==> config.mk <==
export PLATFORM = sky130hd
export DESIGN_NAME = aca_ii_varlat_adder
export DESIGN_NICKNAME = d
export VERILOG_FILES = /design/src/rtl/aca_ii_varlat_adder_pkg.sv /design/src/rtl/aca_ii_varlat_adder_core.sv /design/src/rtl/aca_ii_varlat_adder.sv
export SDC_FILE = /design/constraint.sdc
export NUM_CORES = 1
export LEC_CHECK = 0
export BUFFER_PORTS_ARGS = -buffer_cell sky130_fd_sc_hd__buf_2
export CAP_MARGIN = 5
export CORE_MARGIN = 2
export CORE_UTILIZATION = 50
export CTS_CLUSTER_DIAMETER = 200
export DETAILED_ROUTE_END_ITERATION = 6
export PLACE_DENSITY = 0.81
export REMOVE_ABC_BUFFERS = 1
export SLEW_MARGIN = 20
export SYNTH_ARGS = -nofsm -noshare
export SYNTH_HDL_FRONTEND = slang
export SYNTH_HIERARCHICAL = 1
export SYNTH_SLANG_ARGS = --single-unit
==> constraint.sdc <==
create_clock -name clk -period 2.8 [get_ports clk]
set_clock_uncertainty 0.1 [all_clocks]
set_input_delay 0.56 -clock clk [delete_from_list [all_inputs] [get_ports clk]]
set_output_delay 0.56 -clock clk [all_outputs]
set_load 0.02 [all_outputs]
==> src/rtl/aca_ii_varlat_adder_pkg.sv <==
// Shared types and elaboration helpers for the ACA-II variable-latency adder.
package aca_pkg;

  typedef enum logic [1:0] {
    IDLE,
    FIX,
    HOLD
  } state_t;

  // Number of overlapping Q-bit windows spaced Q/2 apart across N bits.
  function automatic int unsigned aca_windows(input int unsigned n, input int unsigned q);
    if (q < 2) return 1;
    return (2 * n) / q - 1;
  endfunction

  // True when the parameter set describes a buildable adder.
  function automatic bit aca_params_ok(input int unsigned n, input int unsigned q,
                                       input int unsigned cnt_w);
    if (q < 2) return 1'b0;
    if ((q % 2) != 0) return 1'b0;
    if (n < q) return 1'b0;
    if ((n % (q / 2)) != 0) return 1'b0;
    if (cnt_w < 1) return 1'b0;
    return 1'b1;
  endfunction

endpackage

==> src/rtl/aca_ii_varlat_adder_core.sv <==
// Combinational ACA-II datapath: windowed approximate sum plus error detect.
module aca_ii_core
  import aca_pkg::*;
#(
  parameter int unsigned N = 16,
  parameter int unsigned Q = 4
) (
  input  logic [N-1:0] in1,
  input  logic [N-1:0] in2,
  output logic [N:0]   approx,
  output logic         err
);

  localparam int unsigned H = Q / 2;
  localparam int unsigned K = aca_windows(N, Q);

  logic [Q:0] w [K];
  logic [N:0] exact;

  // Each window is an independent Q-bit add with no carry-in.
  always_comb begin
    for (int unsigned k = 0; k < K; k++) begin
      w[k] = {1'b0, in1[k*H +: Q]} + {1'b0, in2[k*H +: Q]};
    end
  end

  // Window 0 supplies the low Q bits; every later window contributes only its
  // upper half, and the last window's carry-out becomes the sum's MSB.
  always_comb begin
    approx = '0;
    approx[Q-1:0] = w[0][Q-1:0];
    for (int unsigned k = 1; k < K; k++) begin
      approx[k*H+H +: H] = w[k][Q-1:H];
    end
    approx[N] = w[K-1][Q];
  end

  assign exact = {1'b0, in1} + {1'b0, in2};
  assign err   = (approx != exact);

endmodule

==> src/rtl/aca_ii_varlat_adder.sv <==
// ACA-II adder with registered error flag, optional one-cycle correction,
// valid/ready handshakes and a saturating error counter.
module aca_ii_varlat_adder
  import aca_pkg::*;
#(
  parameter int unsigned N     = 16,
  parameter int unsigned Q     = 4,
  parameter int unsigned CNT_W = 16
) (
  input  logic             clk,
  input  logic             rst,
  input  logic             in_valid,
  output logic             in_ready,
  input  logic [N-1:0]     in1,
  input  logic [N-1:0]     in2,
  input  logic             mode,
  output logic             out_valid,
  input  logic             out_ready,
  output logic [N:0]       res,
  output logic             err_flag,
  output logic             corrected,
  input  logic             stat_clr,
  output logic [CNT_W-1:0] err_cnt
);

  if (!aca_params_ok(N, Q, CNT_W)) begin : g_bad_params
    $error("aca_ii_varlat_adder: illegal N/Q/CNT_W combination");
  end

  state_t         state;
  state_t         nxt;
  logic [N:0]     approx;
  logic           err;
  logic [N-1:0]   a_q;
  logic [N-1:0]   b_q;
  logic           accept;
  logic           load_approx;
  logic           load_exact;
  logic           latch_ops;

  aca_ii_core #(
    .N(N),
    .Q(Q)
  ) u_core (
    .in1   (in1),
    .in2   (in2),
    .approx(approx),
    .err   (err)
  );

  // Next-state, handshake outputs and datapath load strobes.
  always_comb begin
    nxt         = state;
    in_ready    = 1'b0;
    out_valid   = 1'b0;
    load_approx = 1'b0;
    load_exact  = 1'b0;
    latch_ops   = 1'b0;
    unique case (state)
      IDLE: in_ready = 1'b1;
      FIX: begin
        load_exact = 1'b1;
        nxt        = HOLD;
      end
      HOLD: begin
        out_valid = 1'b1;
        in_ready  = out_ready;
        if (out_ready) nxt = IDLE;
      end
      default: nxt = IDLE;
    endcase
    accept = in_valid && in_ready;
    if (accept) begin
      if (mode && err) begin
        latch_ops = 1'b1;
        nxt       = FIX;
      end else begin
        load_approx = 1'b1;
        nxt         = HOLD;
      end
    end
  end

  // State register.
  always_ff @(posedge clk) begin
    if (rst) state <= IDLE;
    else     state <= nxt;
  end

  // Operand latch for correction and result/flag registers.
  always_ff @(posedge clk) begin
    if (rst) begin
      a_q       <= '0;
      b_q       <= '0;
      res       <= '0;
      err_flag  <= 1'b0;
      corrected <= 1'b0;
    end else begin
      if (latch_ops) begin
        a_q <= in1;
        b_q <= in2;
      end
      if (load_approx) begin
        res       <= approx;
        err_flag  <= err;
        corrected <= 1'b0;
      end else if (load_exact) begin
        res       <= {1'b0, a_q} + {1'b0, b_q};
        err_flag  <= 1'b1;
        corrected <= 1'b1;
      end
    end
  end

  // Saturating count of accepted operations whose approximation was wrong.
  always_ff @(posedge clk) begin
    if (rst || stat_clr) begin
      err_cnt <= '0;
    end else if (accept && err && (err_cnt != '1)) begin
      err_cnt <= err_cnt + CNT_W'(1);
    end
  end

endmodule

==> results.yml, run 1 <==
outcome:
  outcome: "completed"
global_route:
  groute.usage.overall_pct: 26.0
  antenna_found_initial: 0
  grt-ovfl-total: 0
  grt_pass1_wl_um: 18700
  grt_pass1_vias: 4125
  grt_start_max_net_pins: 33
die:
  core_region_area_mm2: 0.00822
  dieHeight_um: 95.9
  std_cell_rows: 33
  start_util_pct: 51.4
  io_pins: 75
  dieWidth_um: 95.9
  dieArea_mm2: 0.00920
cells_and_area:
  multi_input_area_mm2: 0.00286
  seqCellArea_mm2: 0.00138
  syn2layout_area_growth_pct: 28.0
  antenna_cells: 0
  fill_cells: 693
  fin_nets: 705
  drive_gt1_share_pct: 27.6
timing:
  fin_ws_ns: 0.0960
  fmax_mhz: 370
  hold_viol: 0
  drv_slew: 0
  grt_setup_unrepaired: "yes"
  hold_ws_ns: 0.355
  setup_viol_count_final: 0
  fin_crit_ns: 2.70
  maxSlewHeadroom_pct: 55.3
  worst_pin_slew_ns: 0.670
  period_share_pct: 96.6
clock_network:
  holdBufCountCts: 0
  clk_pin_slew_ns: 0.08
  insertion_delay_ns: 0.35
  cts_tree: "built"
  clockRootBuffer: "clkbuf_8"
  cts_buffers: 9
  htree_levels: 3
  clock-sinks: 69
  cts_buffer_depth: 2
worst_setup_path:
  rrSetupSlack_ns: 0.31
  worst-setup-path-type: "input port to flop"
  rr_startpoint: "a_q[0]"
  cp_top_family: "simple AND/OR/NAND/NOR gates"
  path_max_fanout: 6
  path_common_cell: "nand4_1"
  reg2reg_to: "res[8]"
  reg2reg_depth: 7
  cp_cell_sequence: "buf_2, ha_1, buf_4, nand4_1, a211oi_1, o2bb2ai_1, nand4_1, buf_6, nand3_4, or3_4, or3_1, a21oi_1"
  arrival_ns: 2.89
  slowest_delay_ns: 0.37
  crit_path_end_kind: "flop"
  start_kind: "input port"
  crit_start: "in1[4]"
  slowest_stage: "or3_4"
  required_ns: 2.98
  cp.buffers_inverters: 3
run:
  maxCapViolCount: 0
logic_synthesis:
  synth_area_mm2: 0.00423
  dominantRegCellSynth: "dfxtp_1"
  synth_top_cell_by_area: "dfxtp_1"
  yosysWarningCount: 6
  synth_edf_count: 0
  postSynth.asyncResetShare_pct: 0
  synth_area_leaders: "dfxtp_1 33%, ha_1 9.8%, a21oi_1 7.8%, nand2_1 7.8%, xnor2_1 4.4%"
  avgSynthCellArea_um2: 8.13
  syn-instance-count: 520
  synth_seq_cells: 69
  synth_top_area_share_pct: 32.7
  synth_cell_types: 65
  ys_seq_area_share_pct: 32.7
drt:
  drc: 0
  drt_wl_total_um: 11700
  avgRoutedWirePerCell_um: 15.8
  postRouteAntennaNets: 0
  dr.first_iter.drc_count: 182
  routed_via_density: 5.79
  dr.pass1.iters: 5
  vias: 4293
placement:
  dp_hpwl_um: 8960
  place.gp.congestion: 1.08
  io_buffers: 74
  pre_cts_ws_ns: -0.481
min_path:
  whs_path_depth: 3
  hold_path.class: "input port to flop"
  holdPathEnd: "b_q[11]"
  hold_start: "in2[11]"
pwr:
  power_density_mw_per_mm2: 496
  leakage_uw: 0.00233
  ir_drop_mv: 0.265
-- repair_timing --
action	in CTS	in global routing
resized for setup	3	30
buffers inserted	0	1
endpoints found under the setup margin	11	64
gates cloned	1	1
pin swaps	1	12
-- cell families after synthesis --
group | count (synthesis) | share of synthesized area, %
DFF | 69 | 32.7
xor gates and xnor gates | 38 | 7.88
and+or+nand+nor | 191 | 21.2
AOI/OAI and AO/OA | 154 | 24.1
muxes | 1 | 0.237
adders and majority gates | 35 | 10.7
buffers and inverters | 32 | 3.17
-- worst max-delay path by stage --
| stage | slack (ns) | depth (start not counted) | end |
|---|---|---|---|
| 4_1_cts | 0.001 | 12 | err_cnt[14] |
| 6_report | 0.1 | 12 | err_cnt[14] |
| 2_1_floorplan | -0.52 | 9 | res[10] |
| 3_3_place_gp | -0.34 | 11 | res[9] |
| 3_5_place_dp | -0.48 | 11 | res[9] |
| 5_1_grt | -0.08 | 11 | res[8] |
-- sequential cells by signal (all words and copies together) (netlist names) --
signal     count
corrected      1
a_q           16
err_cnt       16
err_flag       1
state          2
b_q           16
res           17
-- per-layer routing --
layer / global-route usage [%] / routed length [µm] / up-vias
met2: 44.7 / 5520 / 160
met5: 0 / 0 / -
li1: - / - / 2107
met3: 3.92 / 725 / 27
met4: 10.0 / 280 / 0
met1: 32.8 / 5170 / 1999
-- synthesized netlist by cell type (2+ instances only) --
cell type and number:
nand3b_1 2, nor3_1 10, clkbuf_1 20, a221oi_1 6
inv_1 5, nand4_1 10, or2_2 2, a21o_1 8
dfxtp_1 69, o2111ai_1 2, and2b_1 2, o21a_1 3
o21bai_1 4, o22ai_1 5, o21ai_0 16, nand2b_1 4
nand3_1 8, a31oi_1 4, or3_1 3, o211ai_1 3
and4bb_1 2, xnor2_1 21, xor2_1 17, and3_1 5
a211oi_1 14, nand2_1 88, a21oi_1 66, buf_2 4
fa_1 2, nor2_1 40, a222oi_1 2, a32o_1 2
ha_1 33, nor2b_1 7
-- stage by stage --
step                TNS [ns]  instances  utilization (%)  area, µm²  power [µW]
finish                     0        742             65.8       5410        2680
global route          -0.103        742             65.8       5410        2800
CTS                        0        740             63.6       5230        2630
detailed placement    -19.01        723             60.9       5010        1790
global placement      -15.49        723             60.9       5010        1770
floorplan             -13.31        493                -       4110        1500
-- power breakdown --
part	internal [µW]	switching [µW]	total, µW
combinational	341	413	754
sequential	1040	43.3	1080
clock	434	412	846
-- cell type report --
class,instances,area share [%]
multi-input combinational,419,52.9
sequential,69,25.5
timing repair buffer,128,15.1
clock buffer,10,2.54
tap,105,2.43
clock inverter,6,1.13
inverter,5,0.347
-- cells in the final DEF (no fill, tap or decap), types with 13 or more instances in the layout --
master,count
buf_2,73
a211oi_1,13
buf_4,48
xor2_1,17
ha_1,28
nand2_1,88
nor2_1,40
xnor2_1,21
a21oi_1,64
o21ai_0,16
dfxtp_1,69
-- worst register-to-register path: stages, from the launching register on --
cell	delay (ns)
dfxtp_1	0.32
ha_1	0.23
fa_1	0.41
a21o_1	0.24
a221oi_4	0.37
o21bai_4	0.15
xnor2_1	0.14
a2111oi_1	0.41
Note: power is estimated with default switching activity, not from simulation.
==> run 2: changes to the inputs <==
Settings changed: ABC_AREA set to 1, ABC_CLOCK_PERIOD_IN_PS set to 2800, PLACE_DENSITY 0.81 to 0.71.
==> results.yml, run 2 <==
drt:
  dr.first_iter.drc_count: 309
  routed_via_density: 5.06
  avgRoutedWirePerCell_um: 13.4
  vias: 5112
  dr.pass1.iters: 5
  drt_wl_total_um: 13500
  postRouteAntennaNets: 0
  drc: 0
global_route:
  grt_pass1_vias: 4900
  grt_pass1_wl_um: 22300
  groute.usage.overall_pct: 27.0
  grt-ovfl-total: 0
  grt_start_max_net_pins: 26
  antenna_found_initial: 0
timing:
  fmax_mhz: 387
  maxSlewHeadroom_pct: 52.1
  worst_pin_slew_ns: 0.717
  grt_setup_unrepaired: "no"
  drv_slew: 0
  fin_crit_ns: 2.59
  hold_viol: 0
  fin_ws_ns: 0.213
  period_share_pct: 92.4
  fin_setup_tns_ns: 0
  setup_viol_count_final: 0
logic_synthesis:
  ys_top_cells_by_count: "187 x nand2_1, 128 x nor2_1, 78 x inv_1, 69 x dfxtp_1, 54 x a21oi_1"
  synth_seq_cells: 69
  postSynth.asyncResetShare_pct: 0
  avgSynthCellArea_um2: 6.37
  synth_area_mm2: 0.00479
  ys_seq_area_share_pct: 28.8
  synth_cell_types: 38
  yosysMostFrequentCell: "nand2_1"
  synth_top_area_share_pct: 28.8
  synth_area_leaders: "dfxtp_1 29%, nand2_1 15%, nor2_1 10%, ha_1 8.6%, inv_1 6.1%"
  yosysWarningCount: 6
  syn-instance-count: 752
  synth_edf_count: 0
  synth_top_cell_by_area: "dfxtp_1"
  dominantRegCellSynth: "dfxtp_1"
cells_and_area:
  layout_commonest_cell: "nand2_1"
  layout_common_cells: "185 x nand2_1, 127 x nor2_1, 78 x inv_1"
  regMostFlops: "res"
  fin_nets: 949
  utilization_pct: 64.1
  antenna_cells: 0
  fill_cells: 915
  syn2layout_area_growth_pct: 24.2
  drive_gt1_share_pct: 21.2
  finalNonFillerCells: 1010
  largest_reg_flops: 17
placement:
  pre_cts_ws_ns: -0.309
  place.gp.congestion: 0.954
  dp_hpwl_um: 10700
  io_buffers: 74
  dp.cells: 994
die:
  dieArea_mm2: 0.0104
  start_util_pct: 51.6
  std_cell_rows: 35
  dieHeight_um: 102
  dieWidth_um: 102
  io_pins: 75
  core_region_area_mm2: 0.00928
worst_setup_path:
  path_max_fanout: 20
  start_kind: "input port"
  crit_path_end_kind: "flop"
  worst-setup-path-type: "input port to flop"
  crit_start: "in1[0]"
  arrival_ns: 2.73
  required_ns: 2.94
  rr_startpoint: "a_q[0]"
pwr:
  ir_drop_mv: 0.316
  total_power_uw: 2920
  power.internal_uw: 1860
  p_switching_uw: 1060
  combPwrFrac_pct: 32.1
  sw_frac_of_total_pct: 36.3
  power_frac_seq_pct: 38.0
  p_clk_share_pct: 29.9
  leakage_uw: 0.00307
  power_density_mw_per_mm2: 490
clock_network:
  clk_pin_slew_ns: 0.08
  htree_levels: 3
  cts_buffers: 9
  clockRootBuffer: "clkbuf_8"
  cts_buffer_depth: 2
  cts_tree: "built"
  insertion_delay_ns: 0.36
  clock-sinks: 69
min_path:
  hold_start: "in2[2]"
  hold_path.class: "input port to flop"
run:
  maxCapViolCount: 0
outcome:
  outcome: "completed"
## run 2: critical path: stages
cell	delay, ns
buf_2	0.11
ha_1	0.23
fa_2	0.38
nand3_2	0.11
nand3_2	0.08
nand3_1	0.09
nand3_1	0.10
nand2_1	0.07
nand3_1	0.06
nor2_1	0.14
nand2_2	0.10
nand2_2	0.11
buf_4	0.12
nor2_4	0.05
buf_12	0.15
o21ai_0	0.19
nor2_1	0.07
## run 2: repair_timing
item / CTS / global route
hold buffers: 0 / 0
resized for setup: 0 / 15
endpoints found under the setup margin: 0 / 64
setup buffers: 0 / 0
## run 2: routing by layer
layer  wire (µm)  track usage [%]  vias up
met5           0                0        -
met4         290             8.41        0
met3         633             3.83       24
met2        6210             45.8      141
met1        6390             35.8     2289
li1            -                -     2658
## run 2: power groups by stage
stage	Clock (µW)	Combinational (µW)	Sequential, µW
after global routing	936	1030	1120
after floorplan	0	510	1160
after CTS	892	909	1110
final	871	935	1110
after detailed placement	0	905	1130
after global placement	0	885	1130
## run 2: final cells by class
type	count	area, µm²	share of cell area [%]
clock buffer	9	124	2.08
tap	129	161	2.71
multi-input combinational	576	3020	50.7
sequential	69	1380	23.2
clock inverter	7	80.1	1.35
timing repair buffer	131	847	14.2
inverter	89	339	5.70
## run 2: path summary, 6_finish.rpt
check             to  slack, ns  cells past startpoint
min           b_q[2]       0.34                      3
max reg2reg  res[16]       0.79                     10
min reg2reg  res[11]       0.36                      2
max           a_q[9]       0.21                     17
## run 2: metrics by stage
step	cell area (µm²)	hold slack (ns)
after floorplan	4690	0.369
after global placement	5690	0.354
after detailed placement	5690	0.355
after CTS	5890	0.332
after global routing	5950	0.351
final	5950	0.341
## run 2: cell families after synthesis
kind of cell             share of synthesized area [%]
AND/OR/NAND/NOR                                   35.0
AO/OA/AOI/OAI                                     12.8
buffers and inverters                             8.99
flip-flops                                        28.8
adder cells (fa/ha/maj)                           9.46
XOR/XNOR                                          4.94
